File: src/rtl/mmu_result_drain.sv
// Captures finished NxN result tiles from the systolic array and serialises them
// MSB-byte-first onto an 8-bit stream, with an active slot and a pending slot.
module mmu_result_drain #(
    parameter int unsigned N     = 2,
    parameter int unsigned ACC_W = 16
) (
    input  logic                   clk,
    input  logic                   rst,
    input  logic                   res_valid,
    output logic                   res_ready,
    input  logic [N*N*ACC_W-1:0]   res_data,
    output logic [7:0]             out_data,
    output logic                   out_valid,
    input  logic                   out_ready,
    output logic                   out_last,
    output logic                   busy
);

    localparam int unsigned BPE        = ACC_W / 8;
    localparam int unsigned TILE_W     = N * N * ACC_W;
    localparam int unsigned TILE_BYTES = N * N * BPE;
    localparam int unsigned CNT_W      = (TILE_BYTES > 1) ? $clog2(TILE_BYTES) : 1;
    localparam logic [CNT_W-1:0] LAST_IDX = CNT_W'(TILE_BYTES - 1);

    localparam logic [0:0] S_IDLE  = 1'b0;
    localparam logic [0:0] S_DRAIN = 1'b1;

    logic [0:0]        state_q, state_d;
    logic [TILE_W-1:0] active_q, active_d;
    logic [TILE_W-1:0] pend_q, pend_d;
    logic              pend_full_q, pend_full_d;
    logic [CNT_W-1:0]  cnt_q, cnt_d;

    logic              out_valid_d;
    logic              out_last_d;
    logic [7:0]        out_data_d;
    logic              res_ready_d;
    logic              busy_d;

    logic              accept_c;
    logic              advance_c;
    logic              at_last_c;

    // Byte idx of a tile: element idx/BPE, MSB byte of each element first.
    function automatic logic [7:0] tile_byte(input logic [TILE_W-1:0] t,
                                             input logic [CNT_W-1:0]  idx);
        int unsigned elem;
        int unsigned sub;
        int unsigned off;
        logic [TILE_W-1:0] sh;
        elem = 32'(idx) / BPE;
        sub  = (BPE - 1) - (32'(idx) % BPE);
        off  = elem * ACC_W + sub * 8;
        sh   = t >> off;
        return sh[7:0];
    endfunction

    assign accept_c  = res_valid && res_ready;
    assign advance_c = (state_q == S_DRAIN) && out_ready;
    assign at_last_c = (cnt_q == LAST_IDX);

    // Next-state and next-output logic.
    always_comb begin
        state_d     = state_q;
        active_d    = active_q;
        pend_d      = pend_q;
        pend_full_d = pend_full_q;
        cnt_d       = cnt_q;

        case (state_q)
            S_IDLE: begin
                if (accept_c) begin
                    active_d = res_data;
                    cnt_d    = '0;
                    state_d  = S_DRAIN;
                end
            end
            S_DRAIN: begin
                if (advance_c && at_last_c) begin
                    cnt_d = '0;
                    if (pend_full_q) begin
                        active_d    = pend_q;
                        pend_full_d = 1'b0;
                    end else if (accept_c) begin
                        active_d = res_data;
                    end else begin
                        state_d = S_IDLE;
                    end
                end else begin
                    if (advance_c) begin
                        cnt_d = cnt_q + CNT_W'(1);
                    end
                    // Pending slot is empty whenever res_ready is high.
                    if (accept_c) begin
                        pend_d      = res_data;
                        pend_full_d = 1'b1;
                    end
                end
            end
            default: begin
                state_d = S_IDLE;
                cnt_d   = '0;
            end
        endcase

        out_valid_d = (state_d == S_DRAIN);
        out_last_d  = out_valid_d && (cnt_d == LAST_IDX);
        out_data_d  = out_valid_d ? tile_byte(active_d, cnt_d) : 8'h00;
        res_ready_d = !pend_full_d;
        busy_d      = out_valid_d || pend_full_d;
    end

    // State, slot and output registers.
    always_ff @(posedge clk) begin
        if (rst) begin
            state_q     <= S_IDLE;
            active_q    <= '0;
            pend_q      <= '0;
            pend_full_q <= 1'b0;
            cnt_q       <= '0;
            out_valid   <= 1'b0;
            out_last    <= 1'b0;
            out_data    <= 8'h00;
            res_ready   <= 1'b1;
            busy        <= 1'b0;
        end else begin
            state_q     <= state_d;
            active_q    <= active_d;
            pend_q      <= pend_d;
            pend_full_q <= pend_full_d;
            cnt_q       <= cnt_d;
            out_valid   <= out_valid_d;
            out_last    <= out_last_d;
            out_data    <= out_data_d;
            res_ready   <= res_ready_d;
            busy        <= busy_d;
        end
    end

endmodule

File: config.mk
export PLATFORM = sky130hd
export DESIGN_NAME = mmu_result_drain
export DESIGN_NICKNAME = d
export VERILOG_FILES = /design/src/rtl/mmu_result_drain.sv
export SDC_FILE = /design/constraint.sdc
export NUM_CORES = 1
export LEC_CHECK = 0
export BUFFER_PORTS_ARGS = -buffer_cell sky130_fd_sc_hd__buf_2
export CAP_MARGIN = 20
export CORE_MARGIN = 3
export CORE_UTILIZATION = 25
export CTS_CLUSTER_SIZE = 10
export DETAILED_ROUTE_END_ITERATION = 10
export GPL_TIMING_DRIVEN = 1
export SLEW_MARGIN = 5
export SYNTH_ARGS = -nofsm -noshare
export SYNTH_HDL_FRONTEND = slang
export SYNTH_SLANG_ARGS = --single-unit
File: constraint.sdc
create_clock -name clk -period 4.19 [get_ports clk]
set_input_delay 1.257 -clock clk [delete_from_list [all_inputs] [get_ports clk]]
set_output_delay 1.257 -clock clk [all_outputs]
set_load 0.05 [all_outputs]
==> impl_metrics.toml, run 1 <==
[min_path]
hold_path.class = "reg -> reg"

[cts]
clock-sinks = 144
clk_pin_slew_worst_paths_ns = 0.07
cts_tree = "built"
cts_root_buf = "clkbuf_16"
clkLatencyLatePin_ns = 0.43
clock_path_buffers = 2
post_cts_buffers = 0
htreeDepth = 4
cts_buffers = 17
hold_buffers = 0
cts_resized = 0

[worst_setup_path]
reg2reg_setup_slack_ns = 1.32
cp_cell_sequence = "buf_2 > and2_1 > o21ai_0 > nor4_2 > a22oi_1 > nand4b_1"
reg2reg_depth = 8
crit_arrival_ns = 3.48
r2r-start = "cnt_q[0]$_SDFF_PP0_"
cp-start-kind = "primary input"
crit_type = "in -> reg"
cp_slowest_cell = "nor4_2"
critPathCaptureType = "register"
r2r_end = "out_data[3]$_SDFF_PP0_"
path_max_fanout = 14
endpoint = "out_data[6]$_SDFF_PP0_"
cp_slowest_stage_delay_ns = 0.83
setup.worst_path.start = "res_valid"
crit_required_ns = 4.56

[yosys]
post-synth-top-area-fraction_pct = 44.9
ys.flop_type = "dfxtp_1"
synth_most_common_cell = "nand2_1"
yosysTopAreaCell = "dfxtp_1"
async_reset_ff_share_pct = 0
synth_area_um2 = 6420
ys_warn_count = 0
synth_edf_count = 0
synth_nets = 865
yosys-top-cells-area = "dfxtp_1 (45%), nand2_1 (12%), a21oi_1 (6.9%), and2_1 (3.6%), clkbuf_1 (3.6%)"
synth_cell_type_count = 45
synth_area_per_cell_um2 = 8.08
ys_seq_area_share_pct = 44.9
synthCells = 795
yosys-top-cells-count = "nand2_1 (208), dfxtp_1 (144), a21oi_1 (88)"
synth_seq_cells = 144

[placement]
portBuffers = 79
place_congestion = 0.843
place_inst = 1153
dpl.hpwl_um = 14000
dp_slack_ns = 0.719

[job]
drv_cap = 0

[timing]
finalSetupViolCount = 0
fmax_ghz = 0.322
fin_worst_skew_ns = 0.0119
drv_slew = 0
hold_viol = 0
worstMarginPinSlew_ns = 0.958
setup_ws_ns = 1.08
fin_crit_ns = 3.11
timing.final.crit_share_pct = 74.2
maxSlewHeadroom_pct = 36.0
fin_setup_tns_ns = 0
rsz0062_at_grt = "no"

[die]
core.rowCount = 58
die_area_um2 = 27700
io_pins = 80
fp.dieW_um = 166
coreArea_um2 = 25200
initial_core_util_pct = 25.5
fp.dieH_um = 166

[layout]
layout.cells.non_filler = 1186
layout-drive-gt1-share_pct = 16.1
final_nets = 913
syn2layout_area_growth_pct = 20.5
n_fill_cell = 2611
antennaDiodeCount = 0

[routing]
vias = 6037
dr.pass1.iters = 7
avgRoutedWirePerCell_um = 17.6
first_iter_violations = 756
via_per_inst = 5.09
ant_nets = 0
wirelength_um = 20800
drc = 0

[pwr]
ir_worst_vdd_mv = 0.214
leakagePower_uw = 0.00304
cellPowerDensity_nw_per_um2 = 456

[global_route]
grt_max_degree = 65
overflow = 0
gr-usage-all-layers_pct = 14.8
antenna_found_initial = 1
grt_pass1_vias = 5783
grt_first_pass_wirelength_um = 32800

[status]
status = "completed"
-- logic make-up (layout without fill, tap and decap cells) --
| kind of cell | after synthesis | count (layout) | synth area share [%] |
|---|---|---|---|
| AND/OR/NAND/NOR | 358 | 358 | 26.2 |
| AO/OA/AOI/OAI | 215 | 215 | 23.6 |
| flip-flops | 144 | 144 | 44.9 |
| buffers and inverters | 73 | 134 | 4.42 |
| multiplexers | 3 | 3 | 0.467 |
| adder cells (fa/ha/maj) | 2 | 2 | 0.389 |
-- per-stage QoR --
stage / hold WS [ns] / utilization, % / power, uW / cell area, um^2
2_1_floorplan: 0.431 / - / 1840 / 6420
3_3_place_gp: 0.438 / 28.2 / 2010 / 7110
3_5_place_dp: 0.441 / 28.2 / 2010 / 7110
4_1_cts: 0.450 / 30.6 / 3560 / 7710
5_1_grt: 0.468 / 30.7 / 3660 / 7740
6_report: 0.449 / 30.7 / 3530 / 7740
-- worst max-delay path: cells and delay by family --
kind,cells,cell delay [ns]
buffers and inverters,1,0.11
AND/OR/NAND/NOR,3,1.54
AO/OA/AOI/OAI,2,0.56
-- flip-flops by register name (all words and copies together) (netlist names) --
signal / count
active_q: 64
busy: 1
cnt_q: 3
out_data: 8
out_last: 1
pend_full_q: 1
pend_q: 64
res_ready: 1
state_q: 1
-- layer usage --
layer	GRT usage, %	share of wire (%)	vias up
met5	0	0.062	-
met4	5.31	2.6	2
met3	3.83	5.0	36
met2	23.9	47	187
met1	19.1	46	2873
li1	-	-	2939
-- worst min path at each step --
stage                                  from                 endpoint  slack (ns)  cells past startpoint
finish              pend_q[55]$_SDFFE_PP0P_  pend_q[55]$_SDFFE_PP0P_        0.45                      2
global route        pend_q[56]$_SDFFE_PP0P_  pend_q[56]$_SDFFE_PP0P_        0.47                      2
CTS                 pend_q[55]$_SDFFE_PP0P_  pend_q[55]$_SDFFE_PP0P_        0.45                      2
detailed placement  pend_q[55]$_SDFFE_PP0P_  pend_q[55]$_SDFFE_PP0P_        0.44                      2
global placement    pend_q[46]$_SDFFE_PP0P_  pend_q[46]$_SDFFE_PP0P_        0.44                      2
floorplan           pend_q[38]$_SDFFE_PP0P_  pend_q[38]$_SDFFE_PP0P_        0.43                      2
-- power by group --
part	internal (uW)	total, uW	switching, uW
Combinational	170	480	309
Sequential	1450	1500	47.0
Clock	869	1540	675
Total	2490	3530	1030
-- cell type report --
| type | instances | area (um^2) | area share (%) |
|---|---|---|---|
| Multi-Input combinational cell | 578 | 3270 | 42.3 |
| Sequential cell | 144 | 2880 | 37.3 |
| Timing Repair Buffer | 97 | 553 | 7.15 |
| Clock buffer | 18 | 439 | 5.68 |
| Tap cell | 330 | 413 | 5.34 |
| Clock inverter | 14 | 159 | 2.05 |
| Inverter | 5 | 18.8 | 0.243 |
-- cells in the final DEF (no fill, tap or decap), drive strengths merged, types with 7 or more instances in the layout --
cell     instances
inv             17
buf             97
dfxtp          144
nand4            7
a311oi          17
o211ai          13
clkbuf          18
nand2          208
and2            38
a221o           18
a2bb2oi         15
a21oi           88
nor3            13
o21ai           12
and3            11
nor2            34
a21o            19
nand3           15
a222oi          16
nand4b          18
(Power assumes the default switching activity.)
==> inputs of run 2 (changes only) <==
==> constraint.sdc (replaced) <==
create_clock -name clk -period 2.94 [get_ports clk]
set_input_delay 0.882 -clock clk [delete_from_list [all_inputs] [get_ports clk]]
set_output_delay 0.882 -clock clk [all_outputs]
set_load 0.05 [all_outputs]
==> impl_metrics.toml, run 2 (synthesis results as in run 1) <==
[timing]
fin_hold_ws_ns = 0.451
fin_setup_tns_ns = 0
hold_viol = 0
fin_worst_skew_ns = 0.00912
finalSetupViolCount = 0
rsz0062_at_grt = "no"
fmax_ghz = 0.386
maxSlewHeadroom_pct = 43.9
timing.final.crit_share_pct = 88.1
fin_crit_ns = 2.59
worstMarginPinSlew_ns = 0.835
setup_ws_ns = 0.349
drv_slew = 0

[worst_setup_path]
cp_slowest_stage_delay_ns = 0.67
cp_slowest_cell = "o31ai_1"
crit_required_ns = 3.25
reg2reg_depth = 7
crit_arrival_ns = 2.90
critPathBufInv = 0
r2r_end = "out_data[6]$_SDFF_PP0_"
r2r-start = "cnt_q[0]$_SDFF_PP0_"
path_depth = 7
setup.worst_path.start = "cnt_q[0]$_SDFF_PP0_"
path_max_fanout = 9
cp-start-kind = "register"
reg2reg_setup_slack_ns = 0.35
cp_cell_sequence = "ha_1 > ha_1 > and3b_1 > o31ai_1 > nor3_1 > o211ai_1 > nand4b_1"
critPathCaptureType = "register"
cp_top_family = "compound AO/OA/AOI/OAI gates"
cp_common_cell = "ha_1"
crit_type = "reg -> reg"
endpoint = "out_data[6]$_SDFF_PP0_"

[cts]
cts_buffers = 17
clock-sinks = 144
htreeDepth = 4
clk_pin_slew_worst_paths_ns = 0.07
hold_buffers = 0
cts_tree = "built"
post_cts_buffers = 0
cts_root_buf = "clkbuf_16"
cts_resized = 0
clkLatencyLatePin_ns = 0.44
clock_path_buffers = 2

[pwr]
cellPowerDensity_nw_per_um2 = 650
power_uw = 5060
leakagePower_uw = 0.00307
ir_worst_vdd_mv = 0.402

[placement]
portBuffers = 79
dpl.hpwl_um = 14100
dp_slack_ns = 0.176
place_congestion = 0.831

[global_route]
antenna_found_initial = 3
grt_first_pass_wirelength_um = 32700
gr-usage-all-layers_pct = 14.7
overflow = 0
grt_max_degree = 52
grt_pass1_vias = 5735

[layout]
final_nets = 920
final_common_cell = "nand2_1"
seqCellArea_um2 = 2880
multi_input_comb_area_um2 = 3270
syn2layout_area_growth_pct = 21.3
mostFrequentLayoutCells = "nand2_1 (208), dfxtp_1 (144), a21oi_1 (87)"
n_fill_cell = 2653
largestRegisters = "active_q (64), pend_q (64), out_data (8)"
layout-drive-gt1-share_pct = 16.8

[die]
coreArea_um2 = 25200
core.rowCount = 58
initial_core_util_pct = 25.5
io_pins = 80
die_area_um2 = 27700
fp.dieW_um = 166
fp.dieH_um = 166

[routing]
wirelength_um = 20800
via_per_inst = 5.07
first_iter_violations = 525
ant_nets = 0
avgRoutedWirePerCell_um = 17.4
drc = 0
vias = 6052
dr.pass1.iters = 6

[job]
drv_cap = 0

[min_path]
whs_path_depth = 2
hold_path.class = "reg -> reg"

[status]
status = "completed"
## run 2: changes by cell type in the layout (fill, tap and decap cells not counted), sizes merged
| cell | change |
|---|---|
| bufinv | +1 |
| diode | +1 |
| clkinvlp | +1 |
| buf | +7 |
| inv | -5 |
| clkinv | +3 |
## run 2: cell type report
class,instances,area share [%]
repair buffers,104,7.67
clock buffers,18,5.63
diodes,1,0.0321
multi-input cells,578,42.0
inverters,5,0.241
flip-flops and latches,144,37.0
well taps,330,5.30
clock inverters,14,2.17
## run 2: power breakdown
part | total [uW] | internal, uW | switching [uW]
Combinational | 695 | 253 | 442
Sequential | 2140 | 2070 | 64.3
Clock | 2230 | 1300 | 931
## run 2: worst min path at each step
stage,from,endpoint,slack (ns)
global route,pend_q[57]$_SDFFE_PP0P_,pend_q[57]$_SDFFE_PP0P_,0.46
floorplan,pend_q[38]$_SDFFE_PP0P_,pend_q[38]$_SDFFE_PP0P_,0.43
global placement,pend_q[45]$_SDFFE_PP0P_,pend_q[45]$_SDFFE_PP0P_,0.44
CTS,pend_q[45]$_SDFFE_PP0P_,pend_q[45]$_SDFFE_PP0P_,0.45
detailed placement,pend_q[55]$_SDFFE_PP0P_,pend_q[55]$_SDFFE_PP0P_,0.44
finish,pend_q[45]$_SDFFE_PP0P_,pend_q[45]$_SDFFE_PP0P_,0.45
## run 2: metrics by stage
stage               utilization [%]  cell area [um^2]  instances
floorplan                         -              6420        795
global placement               28.5              7180       1161
detailed placement             28.5              7180       1161
CTS                            30.9              7790       1193
global route                   31.0              7790       1194
finish                         31.0              7790       1194
## run 2: per-layer routing
layer,track usage [%],wire length [um],up-vias,share of wire (%)
li1,-,-,2950,-
met1,19.5,9370,2872,45
met2,23.5,9780,195,47
met3,3.14,1100,31,5.3
met4,5.81,544,4,2.6
met5,0,21,-,0.10
## run 2: worst register-to-register path, cell delays in order, from the launching register on
cell	delay, ns
dfxtp_1	0.40
ha_1	0.18
ha_1	0.33
and3b_1	0.23
o31ai_1	0.67
nor3_1	0.34
o211ai_1	0.19
nand4b_1	0.13
==> inputs of run 3 (changes only) <==
--- a/config.mk
+++ b/config.mk
@@ -5,12 +5,12 @@
 export SDC_FILE = /design/constraint.sdc
 export NUM_CORES = 1
 export LEC_CHECK = 0
-export BUFFER_PORTS_ARGS = -buffer_cell sky130_fd_sc_hd__buf_2
 export CAP_MARGIN = 20
 export CORE_MARGIN = 3
 export CORE_UTILIZATION = 25
 export CTS_CLUSTER_SIZE = 10
 export DETAILED_ROUTE_END_ITERATION = 10
+export DONT_BUFFER_PORTS = 1
 export GPL_TIMING_DRIVEN = 1
 export SLEW_MARGIN = 5
 export SYNTH_ARGS = -nofsm -noshare
==> impl_metrics.toml, run 3 (synthesis results as in run 1) <==
[status]
status = "completed"

[cts]
clkLatencyLatePin_ns = 0.42
cts_buffers = 17
clock_path_buffers = 2
cts_resized = 0
clock-sinks = 144
cts_root_buf = "clkbuf_16"
hold_buffers = 0
clk_pin_slew_worst_paths_ns = 0.06
htreeDepth = 4
post_cts_buffers = 0
cts_tree = "built"

[timing]
worstMarginPinSlew_ns = 1.13
finalSetupViolCount = 0
fin_crit_ns = 2.60
setup_ws_ns = 0.340
hold_viol = 0
timing.final.crit_share_pct = 88.4
fin_setup_tns_ns = 0
maxSlewHeadroom_pct = 24.4
fin_hold_ws_ns = 0.449
fin_worst_skew_ns = 0.00705
rsz0062_at_grt = "no"
drv_slew = 0
fmax_ghz = 0.385

[layout]
syn2layout_area_growth_pct = 15.1
n_fill_cell = 2643
largestRegisters = "active_q (64), pend_q (64), out_data (8)"
antennaDiodeCount = 0
final_common_cell = "nand2_1"
layout-drive-gt1-share_pct = 8.07
mostFrequentLayoutCells = "nand2_1 (208), dfxtp_1 (144), a21oi_1 (87)"
final_cell_area_um2 = 7400
final_nets = 839

[routing]
ant_nets = 0
wirelength_um = 20600
via_per_inst = 5.17
first_iter_violations = 465
drc = 0
vias = 5749
avgRoutedWirePerCell_um = 18.6
dr.pass1.iters = 6

[worst_setup_path]
r2r_end = "out_data[5]$_SDFF_PP0_"
reg2reg_setup_slack_ns = 0.34
cp_cell_sequence = "ha_1 > ha_1 > nand3b_1 > a21oi_2 > buf_4 > a222oi_1 > a2bb2oi_1 > nand4_1"
reg2reg_depth = 8
cp_slowest_stage_delay_ns = 0.87
path_max_fanout = 22
endpoint = "out_data[5]$_SDFF_PP0_"
cp_common_cell = "ha_1"
cp_top_family = "compound AO/OA/AOI/OAI gates"
path_depth = 8
crit_arrival_ns = 2.95
r2r-start = "cnt_q[0]$_SDFF_PP0_"
critPathBufInv = 1
critPathCaptureType = "register"
cp-start-kind = "register"
crit_required_ns = 3.29
cp_slowest_cell = "a21oi_2"
crit_type = "reg -> reg"
setup.worst_path.start = "cnt_q[0]$_SDFF_PP0_"

[pwr]
pwr-share-comb_pct = 10.6
ir_worst_vdd_mv = 0.478
p_sw_share_pct = 25.7
cellPowerDensity_nw_per_um2 = 678
clkPwrFrac_pct = 46.0
leakagePower_uw = 0.00275
power.switching_uw = 1290
seq_power_share_pct = 43.4
p_int_uw = 3730

[min_path]
hold_path.class = "reg -> reg"
whs_path_depth = 2

[placement]
place_congestion = 0.802
placed_area_um2 = 6770
dpl.hpwl_um = 13700
portBuffers = 0
dp_slack_ns = 0.247

[die]
fp.dieW_um = 166
fp.dieH_um = 166
io_pins = 80
coreArea_um2 = 25200
initial_core_util_pct = 25.5
die_area_um2 = 27700
core.rowCount = 58

[global_route]
grt_first_pass_wirelength_um = 32200
antenna_found_initial = 0
overflow = 0
gr-usage-all-layers_pct = 14.5
grt_pass1_vias = 5402
grt_max_degree = 102

[job]
drv_cap = 0
run 3: changes by cell type in the layout (fill, tap and decap cells not counted):
cell,before,now
clkinv_2,0,3
diode_2,1,0
inv_6,5,3
buf_4,25,22
clkinv_4,4,1
buf_2,78,0
inv_8,2,0
clkinvlp_4,1,2
bufinv_16,2,4
run 3: cell type report:
class                   instances  area [um^2]  area share (%)
clock buffers                  18          439            5.94
clock inverters                13          185            2.50
inverters                       5         18.8           0.254
multi-input cells             578         3270            44.2
flip-flops and latches        144         2880            39.0
well taps                     330          413            5.58
repair buffers                 23          185            2.50
run 3: metrics by stage:
step | std cells | total power, uW | util, %
2_1_floorplan | 795 | 2620 | -
3_3_place_gp | 1080 | 2740 | 26.9
3_5_place_dp | 1080 | 2750 | 26.9
4_1_cts | 1111 | 5040 | 29.4
5_1_grt | 1111 | 5210 | 29.4
6_report | 1111 | 5020 | 29.4
run 3: worst min-delay path: stages (launching register included):
cell	delay, ns
dfxtp_1	0.30
nand2_1	0.05
a21oi_1	0.05
run 3: worst min-delay path by stage:
| stage | startpoint | endpoint | slack [ns] |
|---|---|---|---|
| after CTS | pend_q[18]$_SDFFE_PP0P_ | pend_q[18]$_SDFFE_PP0P_ | 0.45 |
| after global placement | pend_q[44]$_SDFFE_PP0P_ | pend_q[44]$_SDFFE_PP0P_ | 0.43 |
| after floorplan | pend_q[38]$_SDFFE_PP0P_ | pend_q[38]$_SDFFE_PP0P_ | 0.43 |
| final | pend_q[18]$_SDFFE_PP0P_ | pend_q[18]$_SDFFE_PP0P_ | 0.45 |
| after detailed placement | pend_q[18]$_SDFFE_PP0P_ | pend_q[18]$_SDFFE_PP0P_ | 0.44 |
| after global routing | pend_q[18]$_SDFFE_PP0P_ | pend_q[18]$_SDFFE_PP0P_ | 0.46 |
run 3: power groups by stage:
stage          Combinational [uW]  Clock [uW]  Sequential (uW)
5_1_grt                       590        2430             2190
2_1_floorplan                 421           0             2200
3_3_place_gp                  520           0             2220
3_5_place_dp                  528           0             2220
6_report                      533        2310             2180
4_1_cts                       531        2330             2180
run 3: routing by layer:
metal	GRT usage, %	wire, um
met1	17.8	8810
met2	24.2	9820
met3	4.93	1590
met4	4.34	396
met5	0	0
